`config.mk`:
```
export PLATFORM = sky130hd
export DESIGN_NAME = simd_compare_unit
export DESIGN_NICKNAME = d
export VERILOG_FILES = /design/src/rtl/cpu_pkg.sv /design/src/rtl/cmp_lane.sv /design/src/rtl/simd_compare_unit.sv
export SDC_FILE = /design/constraint.sdc
export NUM_CORES = 1
export LEC_CHECK = 0
export ABC_AREA = 1
export BUFFER_PORTS_ARGS = -buffer_cell sky130_fd_sc_hd__buf_2
export CAP_MARGIN = 20
export CORE_UTILIZATION = 53
export CTS_BUF_LIST = sky130_fd_sc_hd__clkbuf_16
export CTS_CLUSTER_DIAMETER = 150
export DETAILED_ROUTE_END_ITERATION = 6
export PLACE_DENSITY = 0.88
export SYNTH_ARGS = -nofsm -noshare
export SYNTH_HDL_FRONTEND = slang
export SYNTH_HIERARCHICAL = 1
export SYNTH_SLANG_ARGS = --single-unit
```
`constraint.sdc`:
```
create_clock -name clk -period 2.9 [get_ports clk]
set_input_delay 0.58 -clock clk [delete_from_list [all_inputs] [get_ports clk]]
set_output_delay 0.58 -clock clk [all_outputs]
set_load 0.05 [all_outputs]
```
`src/rtl/cpu_pkg.sv`:
```
// rtl/cpu_pkg.sv - shared compare-mode encodings and lane packing helper
package cpu_pkg;

  localparam int CMP_MODE_W = 3;
  localparam int MAX_W      = 64;
  localparam int MAX_CORES  = 16;
  localparam int MAX_VEC_W  = MAX_W * MAX_CORES;

  typedef enum logic [CMP_MODE_W-1:0] {
    CMP_SLT  = 3'd0,
    CMP_SLTU = 3'd1,
    CMP_SEQ  = 3'd2,
    CMP_SNE  = 3'd3,
    CMP_SGE  = 3'd4,
    CMP_SGEU = 3'd5
  } cmp_mode_e;

  // Extract lane idx of width w from a packed lane vector; caller truncates to w.
  function automatic logic [MAX_W-1:0] lane_get(input logic [MAX_VEC_W-1:0] vec,
                                                input int idx, input int w);
    logic [MAX_VEC_W-1:0] sh;
    logic [MAX_W-1:0]     m;
    sh = vec >> (idx * w);
    m  = (MAX_W'(1) << w) - MAX_W'(1);
    return sh[MAX_W-1:0] & m;
  endfunction

endpackage

```
`src/rtl/cmp_lane.sv`:
```
// rtl/cmp_lane.sv - single-lane combinational compare with enable and illegal-mode detect
module cmp_lane
  import cpu_pkg::*;
#(
  parameter int WIDTH = 32
) (
  input  logic [CMP_MODE_W-1:0] mode,
  input  logic [WIDTH-1:0]      a,
  input  logic [WIDTH-1:0]      b,
  input  logic                  en,
  output logic                  lane_bit,
  output logic                  lane_wen,
  output logic                  illegal
);

  logic raw;

  always_comb begin
    raw     = 1'b0;
    illegal = 1'b0;
    case (mode)
      CMP_SLT:  raw = $signed(a) < $signed(b);
      CMP_SLTU: raw = a < b;
      CMP_SEQ:  raw = a == b;
      CMP_SNE:  raw = a != b;
      CMP_SGE:  raw = $signed(a) >= $signed(b);
      CMP_SGEU: raw = a >= b;
      default:  illegal = 1'b1;
    endcase
    lane_wen = en && !illegal;
    lane_bit = lane_wen && raw;
  end

endmodule

```
`src/rtl/simd_compare_unit.sv`:
```
// rtl/simd_compare_unit.sv - two-stage valid/ready SIMD compare unit with lane reductions
module simd_compare_unit
  import cpu_pkg::*;
#(
  parameter int CORES = 4,
  parameter int WIDTH = 32,
  parameter int TAG_W = 5
) (
  input  logic                     clk,
  input  logic                     reset,
  input  logic                     in_valid,
  output logic                     in_ready,
  input  logic [CMP_MODE_W-1:0]    in_mode,
  input  logic [CORES-1:0]         in_mask,
  input  logic [CORES*WIDTH-1:0]   in_a,
  input  logic [CORES*WIDTH-1:0]   in_b,
  input  logic [TAG_W-1:0]         in_tag,
  output logic                     out_valid,
  input  logic                     out_ready,
  output logic [CORES*WIDTH-1:0]   out_result,
  output logic [CORES-1:0]         out_wen,
  output logic [TAG_W-1:0]         out_tag,
  output logic                     out_any,
  output logic                     out_all,
  output logic                     out_err
);

  logic                   s1_valid;
  logic [CMP_MODE_W-1:0]  s1_mode;
  logic [CORES-1:0]       s1_mask;
  logic [CORES*WIDTH-1:0] s1_a, s1_b;
  logic [TAG_W-1:0]       s1_tag;
  logic                   s2_adv;

  logic [CORES-1:0]       lane_bit, lane_wen, lane_ill;
  logic [CORES*WIDTH-1:0] result_d;
  logic                   any_d, all_d, err_d;

  assign s2_adv   = s1_valid && (!out_valid || out_ready);
  assign in_ready = !s1_valid || s2_adv;

  for (genvar i = 0; i < CORES; i++) begin : g_lane
    cmp_lane #(.WIDTH(WIDTH)) u_lane (
      .mode     (s1_mode),
      .a        (WIDTH'(lane_get(MAX_VEC_W'(s1_a), i, WIDTH))),
      .b        (WIDTH'(lane_get(MAX_VEC_W'(s1_b), i, WIDTH))),
      .en       (s1_mask[i]),
      .lane_bit (lane_bit[i]),
      .lane_wen (lane_wen[i]),
      .illegal  (lane_ill[i])
    );
    assign result_d[i*WIDTH +: WIDTH] = WIDTH'(lane_bit[i]);
  end

  // Disabled lanes count as 1 for AND, but an empty enable set forces all=0.
  assign any_d = |lane_bit;
  assign all_d = (|lane_wen) && (&(lane_bit | ~lane_wen));
  assign err_d = |lane_ill;

  always_ff @(posedge clk) begin
    if (reset) begin
      s1_valid   <= 1'b0;
      s1_mode    <= '0;
      s1_mask    <= '0;
      s1_a       <= '0;
      s1_b       <= '0;
      s1_tag     <= '0;
      out_valid  <= 1'b0;
      out_result <= '0;
      out_wen    <= '0;
      out_tag    <= '0;
      out_any    <= 1'b0;
      out_all    <= 1'b0;
      out_err    <= 1'b0;
    end else begin
      if (in_valid && in_ready) begin
        s1_valid <= 1'b1;
        s1_mode  <= in_mode;
        s1_mask  <= in_mask;
        s1_a     <= in_a;
        s1_b     <= in_b;
        s1_tag   <= in_tag;
      end else if (s2_adv) begin
        s1_valid <= 1'b0;
      end

      if (s2_adv) begin
        out_valid  <= 1'b1;
        out_result <= result_d;
        out_wen    <= lane_wen;
        out_tag    <= s1_tag;
        out_any    <= any_d;
        out_all    <= all_d;
        out_err    <= err_d;
      end else if (out_ready) begin
        out_valid  <= 1'b0;
      end
    end
  end

endmodule

```
# Yosys cells after proc, flatten, opt, wreduce, memory -nomap -nowiden
# Cells that the tools add are included.
[classes] n_lt_le_gt_ge=16 n_eq_ne=13 mux=9 bitwise_logic=2 n_reduce_logical=22
[op_table] cell="$ge 32x32->1" count=8
[op_table] cell="$lt 32x32->1" count=8
[op_table] cell="$eq 32x32->1" count=4
[op_table] cell="$ne 32x32->1" count=4
[op_table] cell="$pmux 1 s6" count=4
[op_table] cell="$logic_and 1x1->1" count=11
[op_table] cell="$reduce_or 4->1" count=2
[op_table] cell="$eq 3x2->1 const B" count=2
[op_table] cell="$eq 3x3->1 const B" count=2
[op_table] cell="$reduce_or 6->1" count=1
[op_table] cell="$mux 1" count=5
[op_table] cell="$not 4->4" count=1
[op_table] cell="$or 4x4->4" count=1
[op_table] cell="$reduce_and 4->1" count=1
[op_table] cell="$reduce_bool 2->1" count=2
[op_table] cell="$eq 3x1->1 const B" count=1
[op_table] cell="$logic_not 3->1" count=1
[op_table] cell="$logic_not 1->1" count=2
[op_table] cell="$logic_or 1x1->1" count=2
[totals] ff_bits=286 inputBits=272 out_inout_bits=142 wordCells=75

# Longest topological paths before layout
# Gate-level depths: netlist of the first run.
[depth] ltp_word=7 mapped_depth=23 mapped_depth_nobuf=23

# Hierarchy
# The synthesis of the first run kept the hierarchy.
[modules_own_cells] module="simd_compare_unit" n_inst=1 cells_each=1377 area_per_inst_um2=10779.1 seq_area_each_um2=5725.5
[modules_own_cells] module="cmp_lane" n_inst=4 cells_each=179 area_per_inst_um2=1039.7 seq_area_each_um2=0.0

# Worst setup path after synthesis of the first run
# No wires, ideal clock.
[synth_timing] kind="reg2reg" startpoint="reg s1_b[95]" endpoint="reg out_any" arrival_time_ns=1.863 required_time_ns=2.778 path_slack_ns=0.915 stages_incl_launch_ff=18 n_path_buf=0 period_less_slack_ns=1.985 cell_sequence="dfxtp_1 > inv_1 > ha_1 > a21oi_1 > o21a_2 > nand2_1 > a21oi_2 > nand2_1 > nand2_1 > nand3_1 > nand2_1 > inv_2 > nor2_1 > nor2_1 > inv_1 > nand3_1 > o21ai_0 > a21oi_1"
[synth_between] elab_chain_cells=4 elab_cells_between_ends=9 cone_classes="order compare (4); eq/ne (2); mux (1); reduce/logical (2)"
[synth_rtl] item="start: declaration" line="simd_compare_unit.sv:31" text="logic [CORES*WIDTH-1:0] s1_a, s1_b;"
[synth_rtl] item="start signal: assignment" line="simd_compare_unit.sv:81" text="s1_b <= in_b;"
[synth_rtl] item="$ge 32x32->1, or another cell as far along" line="cmp_lane.sv:27" text="CMP_SGEU: raw = a >= b;"
[synth_rtl] item="$pmux 1 s6 *" line="cmp_lane.sv:21" text="case (mode)"
[synth_rtl] item="$logic_and 1x1->1 *" line="cmp_lane.sv:31" text="lane_bit = lane_wen && raw;"
[synth_rtl] item="net lane_bit[2]" line="simd_compare_unit.sv:35" text="logic [CORES-1:0] lane_bit, lane_wen, lane_ill;"
[synth_rtl] item="$reduce_or 4->1 *" line="simd_compare_unit.sv:56" text="assign any_d = |lane_bit;"
[synth_rtl] item="end signal: assignment" line="simd_compare_unit.sv:92" text="out_any <= any_d;"
[synth_rtl] item="end: declaration" line="simd_compare_unit.sv:23" text="output logic out_any,"
# Mark *: on every way through the listed nets, which the timed path passes. The rest lies on a longest branch.
# A chain may end at the register's enable or synchronous reset.

# Worst setup path after layout of the first run
[layout_timing] startpoint="reg s1_b[31]" endpoint="reg out_any"
# The elaborated chain is that of the path after synthesis.

==> reports/results.ini, run 1 <==
[worst_setup_path]
setup.reg_to_reg.worst_slack_ps = 570
r2r_start = s1_b[31]
reg2reg_to = out_any
required_time_of_the_critical_path_ps = 3280
timing.critical_path.to_type = register
cp_slowest_stage_delay_ps = 340
worstPathCellList = inv_1 -> ha_1 -> a21oi_1 -> o21a_2 -> nand2_1 -> a21oi_2 -> nand2_1 -> nand2_1 -> nand3_1 -> nand2_1 -> inv_2 -> nor2_1 -> nor2_1 -> inv_1 -> nand3_1 -> o21ai_0 -> a21oi_1
cp-startpoint = s1_b[31]
crit_fanout = 4
crit_path_frequent_cell = nand2_1
worst-path-stages = 17
timing.critical_path.buf_inv = 3
critical_path.endpoint = out_any
cpLargestDelayFamily = compound AO/OA/AOI/OAI gates
crit_path_top_delay_cell = dfxtp_1
crit_path_start_kind = register
cp_data_arrival_time_ps = 2710
rr_worst_depth = 17
setup.worst_path.class = reg2reg

[placement]
dpl-instance-area_um2 = 16200
placed_cells = 2690
buffer_ports.inserted = 289
hpwlAfterDp_um = 25500
place_congestion = 0.832
placement.setup.worst_slack_ps = 572

[routing]
number_of_vias_after_detailed_routing = 13400
postRouteAntennaNets = 0
postRouteWirelength_um = 35100
drt-pass1-iter-count = 5
drtIter0Drc = 742
drcViolationCount = 0
drt-vias-per-instance = 4.87
wire_per_inst_um = 12.8

[die]
design.die.area_um2 = 28900
pin_count = 414
placement_rows = 61
fp.coreArea_um2 = 27800
die_h_um = 170
die_w_um = 170
initial_core_util_pct = 53.8

[final_layout]
mostFrequentLayoutCells = nor2_1 (591), buf_2 (289), dfxtp_1 (286)
fill_cells = 2382
mostFrequentLayoutCell = nor2_1
syn_to_final_growth_pct = 15.8
final_cells = 2751
layout.nets = 2748
final_layout_size_suffix_gt1_share_pct = 17.8
finish.instance_area_um2 = 17300

[global_route]
globalRouteTotalUtil_pct = 23.9
globalRoute.totalOverflow = 0
grt_max_degree = 93
grt_antenna_before_repair = 4
vias_in_the_first_global_route = 12800
wire_length_of_the_first_global_routing_pass_um = 56600

[sta]
layout_worst_path_cycle_share_pct = 80.4
final_period_minus_worst_setup_slack_ps = 2330
slew-limit-headroom_pct = 57.0
final.setup.worst_slack_ps = 567
number_of_endpoints_failing_setup_at_the_final_stage = 0
finalClockSkew_ps = 10.1
final-hold-violation-count = 0
rsz0062_at_grt = no
worstMarginPinSlew_ps = 644
setup_total_negative_slack_ps = 0
report.final.slew_viol_count = 0
worst_hold_slack_ps = 317
fmaxAchievable_mhz = 429

[clocking]
tritoncts_clock_tree = yes
clkLatencyLatePin_ps = 500
clockBufferDepth = 3
clk_slew_on_worst_s_h_paths_ps = 60
number_of_cells_upsized_or_downsized_after_cts = 0
postCtsSetupBuffers = 0
cts-buffers-inserted = 34
cts_max_level = 2
cts_root_buffer = clkbuf_16
cts.sinks = 286
hold_fix_buffers_cts = 0

[power]
power_leakage_nw = 8.81
highest_ir_drop_seen_on_vdd_mv = 0.454
power.density_cell_area_nw_per_um2 = 613

[synth]
synth_area_per_cell_um2 = 7.14
synth.top_cell.area_share_pct = 38.3
netlist_instances = 2093
register_area_share_after_synthesis_pct = 38.3
synth.cell_area_um2 = 14900
yosys-top-cells-area = dfxtp_1 (38%), nor2_1 (15%), ha_1 (11%)
ys.warnings.count = 6
postSynthRegisterBits = 286
yosysTopAreaCell = dfxtp_1
yosys.cell_types.count = 25

[status]
outcome = finished clean

[worst_hold_path]
hold_path_class = in2reg

[flow_run]
timing.max_cap.violations = 0

-- where the power goes --
group,internal [mW],leakage (nW),switching [mW]
Combinational,0.708,5.87,1.42
Clock,2.46,0.556,1.61
Sequential,4.23,2.38,0.176
Total,7.40,8.81,3.21
-- worst min-delay path by stage --
stage          startpoint       end  slack [ps]  cells after the start
2_1_floorplan    s1_b[10]  s1_b[10]         460                      2
3_3_place_gp      out_any   out_any         460                      2
3_5_place_dp      out_any   out_any         460                      2
4_1_cts          in_b[50]  s1_b[50]         300                      3
5_1_grt          in_b[36]  s1_b[36]         300                      3
6_report         in_b[43]  s1_b[43]         320                      3
-- metal layers --
layer	global-route usage [%]	wire length [um]	vias up
li1	-	-	6866
met5	0	21	-
met3	4.07	1930	78
met4	9.20	1080	4
met1	27.0	14600	6056
met2	44.4	17500	407
-- layout make-up --
type	count	area, um2	share of cell area, %
Clock buffer	37	926	5.35
Timing Repair Buffer	311	1700	9.82
Inverter	225	857	4.95
Sequential cell	286	5730	33.1
Tap cell	378	473	2.73
Antenna cell	2	5.00	0.0289
Clock inverter	22	153	0.882
Multi-Input combinational cell	1490	7470	43.1
-- tightest hold or removal path, stage by stage --
cell and delay, ps:
buf_2 70, o21ai_1 50, nor2_1 70
-- state kept, by name (all words and copies together), names as in the netlist --
register	flops
s1_a	128
s1_b	128
out_tag	5
s1_tag	5
out_result	4
out_wen	4
s1_mask	4
s1_mode	3
out_all	1
out_any	1
out_err	1
out_valid	1
s1_valid	1
-- metrics by stage --
stage               power [mW]  util (%)
floorplan                 6.16         -
global placement          6.49      58.4
detailed placement        6.59      58.4
CTS                       10.7      62.3
global route              11.2      62.3
finish                    10.6      62.3
-- cells by family after synthesis --
family / Yosys count / share of synthesized area, %
AND/OR/NAND/NOR: 865 / 23.3
buffers and inverters: 440 / 14.8
AO/OA/AOI/OAI: 373 / 12.8
flip-flops: 286 / 38.3
adder cells (fa/ha/maj): 128 / 10.7
other: 1 / 0.0251
-- synth_stat cells --
cell	instances
o21ai_1	80
dfxtp_1	286
nand2_2	16
nand4_1	9
nand2_4	1
o21a_2	4
conb_1	1
clkbuf_1	39
inv_2	18
buf_4	133
nor3_1	4
o21a_1	4
nor2_2	8
nand3_1	37
a21oi_2	5
nor2_1	591
nand3_2	5
nand2_1	186
ha_1	128
inv_1	207
buf_2	41
buf_6	2
nor2_4	8
a21oi_1	60
o21ai_0	220
Note: power is estimated with default switching activity, not from simulation.
==> run 2: changes to the inputs <==
==> constraint.sdc (replaced) <==
create_clock -name clk -period 2.3 [get_ports clk]
set_input_delay 0.46 -clock clk [delete_from_list [all_inputs] [get_ports clk]]
set_output_delay 0.46 -clock clk [all_outputs]
set_load 0.05 [all_outputs]
==> run 2 against run 1 <==
Effect of this change: clock skew fell by 1.9 ps; the run now ends with negative setup slack left; sequential power rose by 27%; first-iteration DRC count rose by 6.3%; routed wire length rose by 7.1%; global-route usage rose by 0.29 points; worst setup slack got worse by 610 ps; clock-buffer cell count fell by 6; largest power group unchanged.
==> reports/results.ini, run 2 (synthesis gave the netlist of run 1 again) <==
[worst_setup_path]
cp_data_arrival_time_ps = 2770  ; +60 ps
crit_fanout = 4  ; unchanged
timing.critical_path.buf_inv = 3  ; unchanged
required_time_of_the_critical_path_ps = 2730  ; -550 ps
rr_worst_depth = 18  ; +1
crit_path_frequent_cell = nand2_1
r2r_start = s1_b[127]
setup.reg_to_reg.worst_slack_ps = -40  ; -610 ps
setup.worst_path.class = reg2reg
worstPathCellList = inv_1 -> ha_4 -> a21oi_2 -> o21a_2 -> nand2_1 -> a21oi_4 -> buf_6 -> nand3_1 -> nand2_1 -> nand3_2 -> nor2_2 -> nor2_2 -> inv_2 -> nand2_1 -> nand2_1 -> nor2_1 -> nand2_1 -> a21oi_2
crit_path_start_kind = register
cp_slowest_stage_delay_ps = 330  ; about the same
reg2reg_to = out_all
cpLargestDelayFamily = simple AND/OR/NAND/NOR gates
timing.critical_path.to_type = register
crit_path_top_delay_cell = dfxtp_1

[sta]
worst_hold_slack_ps = 146  ; -171 ps
finalClockSkew_ps = 8.16  ; -1.94 ps
final-hold-violation-count = 0  ; unchanged
layout_worst_path_cycle_share_pct = 102  ; +21 points
fmaxAchievable_mhz = 427  ; -0.33%
report.final.slew_viol_count = 0  ; unchanged
rsz0062_at_grt = yes
final.setup.worst_slack_ps = -40.7  ; -608 ps
final_period_minus_worst_setup_slack_ps = 2340  ; +7.74 ps
number_of_endpoints_failing_setup_at_the_final_stage = 2  ; +2

[power]
highest_ir_drop_seen_on_vdd_mv = 0.572  ; +26%
netSwitchingPower_mw = 4.24  ; +32%
clock_power_share_pct = 35.4  ; -3.0 points
power.density_cell_area_nw_per_um2 = 737  ; +20%
seqPwrFrac_pct = 41.5  ; about the same
report.power.total_mw = 13.5  ; +27%
comb_power_share_pct = 23.1  ; +3.0 points
power.switching_fraction_pct = 31.5  ; +1.3 points
internal_power_mw = 9.22  ; +25%
power_leakage_nw = 9.00  ; +2.2%

[die]
initial_core_util_pct = 53.8  ; unchanged
placement_rows = 61  ; unchanged
fp.coreArea_um2 = 27800  ; unchanged
design.die.area_um2 = 28900  ; unchanged
pin_count = 414  ; unchanged
die_w_um = 170  ; unchanged
die_h_um = 170  ; unchanged

[worst_hold_path]
whs_path_depth = 3  ; unchanged
hold_path_class = in2reg
whs_endpoint = s1_b[34]
hold_path_startpoint = in_b[34]

[final_layout]
final-seq-area_um2 = 5770  ; +0.83%
layout.nets = 2766  ; +0.66%
finish.instance_area_um2 = 18300  ; +5.6%
mostFrequentLayoutCell = nor2_1
final_cells = 2770  ; +0.69%
final_layout_size_suffix_gt1_share_pct = 25.3  ; +7.5 points
syn_to_final_growth_pct = 22.3
layout.core_utilization_pct = 65.8  ; +3.5 points
mostFrequentLayoutCells = nor2_1 (572), buf_2 (289), dfxtp_1 (248)
multiInputGateArea_um2 = 8280  ; +11%
fill_cells = 2178  ; -8.6%
reg.largest.list = s1_a: 128 flops, s1_b: 128 flops

[placement]
buffer_ports.inserted = 289  ; unchanged
dpl-instance-area_um2 = 16400  ; +1.0%
hpwlAfterDp_um = 25800  ; +1.1%
place_congestion = 0.808  ; -2.8%
placed_cells = 2705  ; +0.56%

[global_route]
grt_antenna_before_repair = 4  ; unchanged
globalRouteTotalUtil_pct = 24.2  ; +0.29 points
grt_max_degree = 81  ; -13%
vias_in_the_first_global_route = 13000  ; +2.1%
globalRoute.totalOverflow = 0  ; unchanged
wire_length_of_the_first_global_routing_pass_um = 57500  ; +1.5%

[status]
failed_checks = negative setup slack
outcome = complete, but fails checks

[routing]
postRouteWirelength_um = 37600  ; +7.1%
number_of_vias_after_detailed_routing = 13700  ; +2.3%
drtIter0Drc = 789  ; +6.3%
drt-vias-per-instance = 4.95  ; +1.6%
drt-pass1-iter-count = 6  ; +1
drcViolationCount = 0  ; unchanged
postRouteAntennaNets = 0  ; unchanged
wire_per_inst_um = 13.6  ; +6.4%

[clocking]
clockBufferDepth = 3  ; unchanged
tritoncts_clock_tree = yes
clkLatencyLatePin_ps = 550  ; +50 ps
cts-buffers-inserted = 31  ; -8.8%
cts_root_buffer = clkbuf_16
cts.sinks = 286  ; unchanged
hold_fix_buffers_cts = 0  ; unchanged
cts_max_level = 1  ; -1
clk_slew_on_worst_s_h_paths_ps = 60  ; about the same

[flow_run]
timing.max_cap.violations = 0  ; unchanged

==> run 2: changes by cell type in the layout (fill, tap and decap cells not counted), sizes merged <==
cell      before  now
clkinv        11    9
clkinvlp       1    2
buf          311  332
bufinv         2    3
inv          233  237
clkbuf        37   31
==> run 2: cell type report <==
class	count	area share, %
multi-input cells	1490	45.3
flip-flops and latches	286	31.6
repair buffers	332	10.5
inverters	225	4.69
clock buffers	31	4.24
well taps	378	2.59
clock inverters	26	1.07
diodes	2	0.0274
==> run 2: timing repair <==
action / in CTS / in global routing
pin swaps: 14 / 62
endpoints found under the setup margin: 2 / 5
resized for setup: 29 / 163
buffers inserted: 2 / 5
==> run 2: worst min-delay path: stages <==
cell,delay (ps)
buf_2,70
o21ai_1,60
nor2_1,70
==> run 2: power by group through the flow <==
stage          combinational (mW)  clock, mW  sequential [mW]
2_1_floorplan                2.10          0             5.67
3_3_place_gp                 2.61          0             5.62
3_5_place_dp                 2.71          0             5.64
4_1_cts                      2.78       4.86             5.54
5_1_grt                      3.46       5.07             5.62
6_report                     3.12       4.77             5.58
==> run 2: how the worst max path moves through the flow <==
| stage | from | depth (start not counted) | end | slack, ps |
|---|---|---|---|---|
| detailed placement | s1_b[7] | 19 | out_any | -40 |
| global route | s1_b[52] | 20 | out_all | -180 |
| floorplan | s1_b[95] | 17 | out_any | 320 |
| CTS | s1_b[47] | 20 | out_all | 5 |
| finish | s1_b[127] | 18 | out_all | -40 |
| global placement | s1_b[7] | 19 | out_any | 20 |
==> run 2: routing by layer <==
metal  global-route usage [%]  wire (um)  vias up
met5                        0         21        -
met4                     11.9       1780        4
met3                     3.74       1960      131
met2                     44.3      18800      488
met1                     27.1      15100     6192
li1                         -          -     6904
==> run 2: metrics by stage <==
step / setup TNS [ps] / worst slack [ps]
after floorplan: 0 / 315
after global placement: 0 / 21.8
after detailed placement: -80.9 / -44.0
after CTS: 0 / 4.64
after global routing: -329 / -180
final: -52.0 / -40.7
==> run 3: changes to the inputs <==
==> constraint.sdc (replaced) <==
create_clock -name clk -period 2.3 [get_ports clk]
set_input_delay 0.115 -clock clk [delete_from_list [all_inputs] [get_ports clk]]
set_output_delay 0.115 -clock clk [all_outputs]
set_load 0.05 [all_outputs]
==> run 3 against run 2 <==
Effect of this change: the flow finishes with violations (design-rule violations, negative setup slack); maximum frequency decreased by 9.8%; critical path depth increased by 2; combinational power increased by 20%; cell count increased by 9.8%; non-clock buffer count increased by 256; cell area increased by 16%; sequential cell count unchanged; global-route usage increased by 11 points; hold slack improved by 170 ps; die area unchanged; largest cell class unchanged.
==> reports/results.ini, run 3 (synthesis gave the netlist of run 1 again) <==
[worst_setup_path]
crit_path_top_delay_cell = dfxtp_2
timing.critical_path.buf_inv = 3  ; unchanged
timing.critical_path.to_type = register
setup.worst_path.class = reg2reg
cp_data_arrival_time_ps = 3080  ; +310 ps
reg2reg_to = out_all
setup.reg_to_reg.worst_slack_ps = -300  ; -260 ps
r2r_start = s1_b[121]
worst-path-stages = 20  ; +2
required_time_of_the_critical_path_ps = 2780  ; +50 ps
rr_worst_depth = 20  ; +2
cpLargestDelayFamily = simple AND/OR/NAND/NOR gates
cp_slowest_stage_delay_ps = 360  ; +30 ps
crit_path_start_kind = register
worstPathCellList = inv_1 -> ha_4 -> a21oi_2 -> o21ai_2 -> nand2_1 -> nand2_1 -> a21oi_4 -> nand2_2 -> nand2_2 -> nand3_2 -> nand2_1 -> inv_2 -> nor2_2 -> nor2_1 -> inv_1 -> nand2_1 -> nand2_1 -> nor2_1 -> nand2_1 -> a21oi_1
crit_fanout = 4  ; unchanged
crit_path_frequent_cell = nand2_1

[sta]
worstMarginPinSlew_ps = 842
setup_total_negative_slack_ps = -632  ; -580 ps
number_of_endpoints_failing_setup_at_the_final_stage = 3  ; +1
rsz0062_at_grt = yes
slew-limit-headroom_pct = 43.9
report.final.slew_viol_count = 0  ; unchanged
final_period_minus_worst_setup_slack_ps = 2600  ; +255 ps
finalClockSkew_ps = 11.3  ; +3.16 ps
final.setup.worst_slack_ps = -296  ; -255 ps
fmaxAchievable_mhz = 385  ; -9.8%
layout_worst_path_cycle_share_pct = 113  ; +11 points
final-hold-violation-count = 0  ; unchanged

[routing]
drt-pass1-iter-count = 7  ; +1
drtIter0Drc = 1722  ; +120%
number_of_vias_after_detailed_routing = 17000  ; +24%
postRouteWirelength_um = 57300  ; +52%
drcViolationCount = 7  ; +7
wire_per_inst_um = 18.8  ; +39%
postRouteAntennaNets = 0  ; unchanged
drt-vias-per-instance = 5.58  ; +13%

[global_route]
grt_antenna_before_repair = 17  ; +13
globalRoute.totalOverflow = 0  ; unchanged
top_usage_layer = met2
wire_length_of_the_first_global_routing_pass_um = 80500  ; +40%
globalRouteTotalUtil_pct = 35.7  ; +11 points
grt_max_degree = 112  ; +38%
globalRouteMet2Util_pct = 59.8  ; +16 points
global_routing_usage_on_met3_pct = 12.9  ; +9.1 points
vias_in_the_first_global_route = 16400  ; +26%
grtUsageMet1_pct = 35.5  ; +8.3 points

[power]
power.switching_fraction_pct = 31.8  ; +0.31 points
report.power.total_mw = 15.0  ; +12%
netSwitchingPower_mw = 4.78  ; +13%
seqPwrFrac_pct = 37.5  ; -4.0 points
power.density_cell_area_nw_per_um2 = 710  ; -3.7%
internal_power_mw = 10.2  ; +11%
power_leakage_nw = 10.1  ; +12%
clock_power_share_pct = 37.5  ; +2.1 points
highest_ir_drop_seen_on_vdd_mv = 0.548  ; -4.2%
comb_power_share_pct = 25.0  ; +1.9 points

[placement]
placement.setup.worst_slack_ps = -74.2  ; -30.2 ps
hpwlAfterDp_um = 25200  ; -2.3%
place_congestion = 0.826  ; +2.2%
buffer_ports.inserted = 289  ; unchanged
dpl-instance-area_um2 = 16200  ; -0.90%

[die]
placement_rows = 61  ; unchanged
die_w_um = 170  ; unchanged
fp.coreArea_um2 = 27800  ; unchanged
die_h_um = 170  ; unchanged
initial_core_util_pct = 53.8  ; unchanged
pin_count = 414  ; unchanged
design.die.area_um2 = 28900  ; unchanged

[clocking]
clockBufferDepth = 3  ; unchanged
cts-buffers-inserted = 31  ; unchanged
cts_root_buffer = clkbuf_16
cts_max_level = 1  ; unchanged
clkLatencyLatePin_ps = 550  ; about the same
clk_slew_on_worst_s_h_paths_ps = 70  ; about the same
cts.sinks = 286  ; unchanged
tritoncts_clock_tree = yes

[worst_hold_path]
whs_endpoint = s1_mask[1]
hold_path_class = in2reg
hold_path_startpoint = in_valid
whs_path_depth = 5  ; +2

[final_layout]
finish.instance_area_um2 = 21200  ; +16%
layout.core_utilization_pct = 76.2  ; +10 points
mostFrequentLayoutCell = nor2_1
layout.nets = 3022  ; +9.3%
syn_to_final_growth_pct = 41.6
reg.largest.list = s1_a: 128 flops, s1_b: 128 flops
mostFrequentLayoutCells = nor2_1 (577), buf_2 (289), dlygate4sd3_1 (271)
final_layout_size_suffix_gt1_share_pct = 23.4  ; -1.8 points

[status]
outcome = complete, but fails checks
failed_checks = design-rule violations, negative setup slack

[flow_run]
timing.max_cap.violations = 0  ; unchanged

[run 3: cell types whose count changed in the layout (fill, tap and decap cells not counted), sizes merged]
cell | previous run | this run
diode | 2 | 17
inv | 237 | 227
dlygate4sd3 | 0 | 271
buf | 332 | 317
clkinv | 9 | 11
bufinv | 3 | 9
clkinvlp | 2 | 4
[run 3: power groups by stage]
stage          Sequential, mW  Clock [mW]  Combinational (mW)
6_report                 5.63        5.63                3.75
3_3_place_gp             5.62           0                2.57
2_1_floorplan            5.67           0                2.10
5_1_grt                  5.66        5.86                4.06
3_5_place_dp             5.64           0                2.67
4_1_cts                  5.54        5.61                3.08
[run 3: layout make-up]
type	instances	area [um2]
multi-input cells	1490	8360
well taps	378	473
fillers	1614	6630
repair buffers	588	4490
diodes	17	42.5
clock inverters	26	364
clock buffers	31	776
inverters	225	857
flip-flops and latches	286	5790
[run 3: worst max path at each step]
stage,start,slack (ps),end
after global placement,s1_b[79],30,out_any
after global routing,s1_a[120],-510,out_all
final,s1_b[121],-300,out_all
after floorplan,s1_b[95],320,out_any
after detailed placement,s1_b[39],-70,out_any
after CTS,s1_b[69],0.4,out_any
[run 3: stage by stage]
step                hold slack [ps]  std cells
floorplan                       184       2216
detailed placement              357       2687
global placement                354       2687
finish                          318       3041
global route                    349       3035
CTS                             215       3015
[run 3: timing repair]
item / CTS / global route
hold buffers: 271 / 0
endpoints found under the setup margin: 2 / 5
buffers inserted: 0 / 9
pin swaps: 1 / 66
gates resized for setup: 14 / 193
hold endpoints to repair: 271 / 0
[run 3: tightest hold or removal path, delay by kind of cell]
kind / cells / cell delay, ps
buffers and inverters: 2 / 360
and+or+nand+nor: 3 / 340
[run 3: per-layer routing]
layer  vias to the layer above  wire, um
met1                      7652     18800
met5                         -       113
met3                       532      5720
met4                        10      5570
met2                      1326     27100
li1                       7445         -
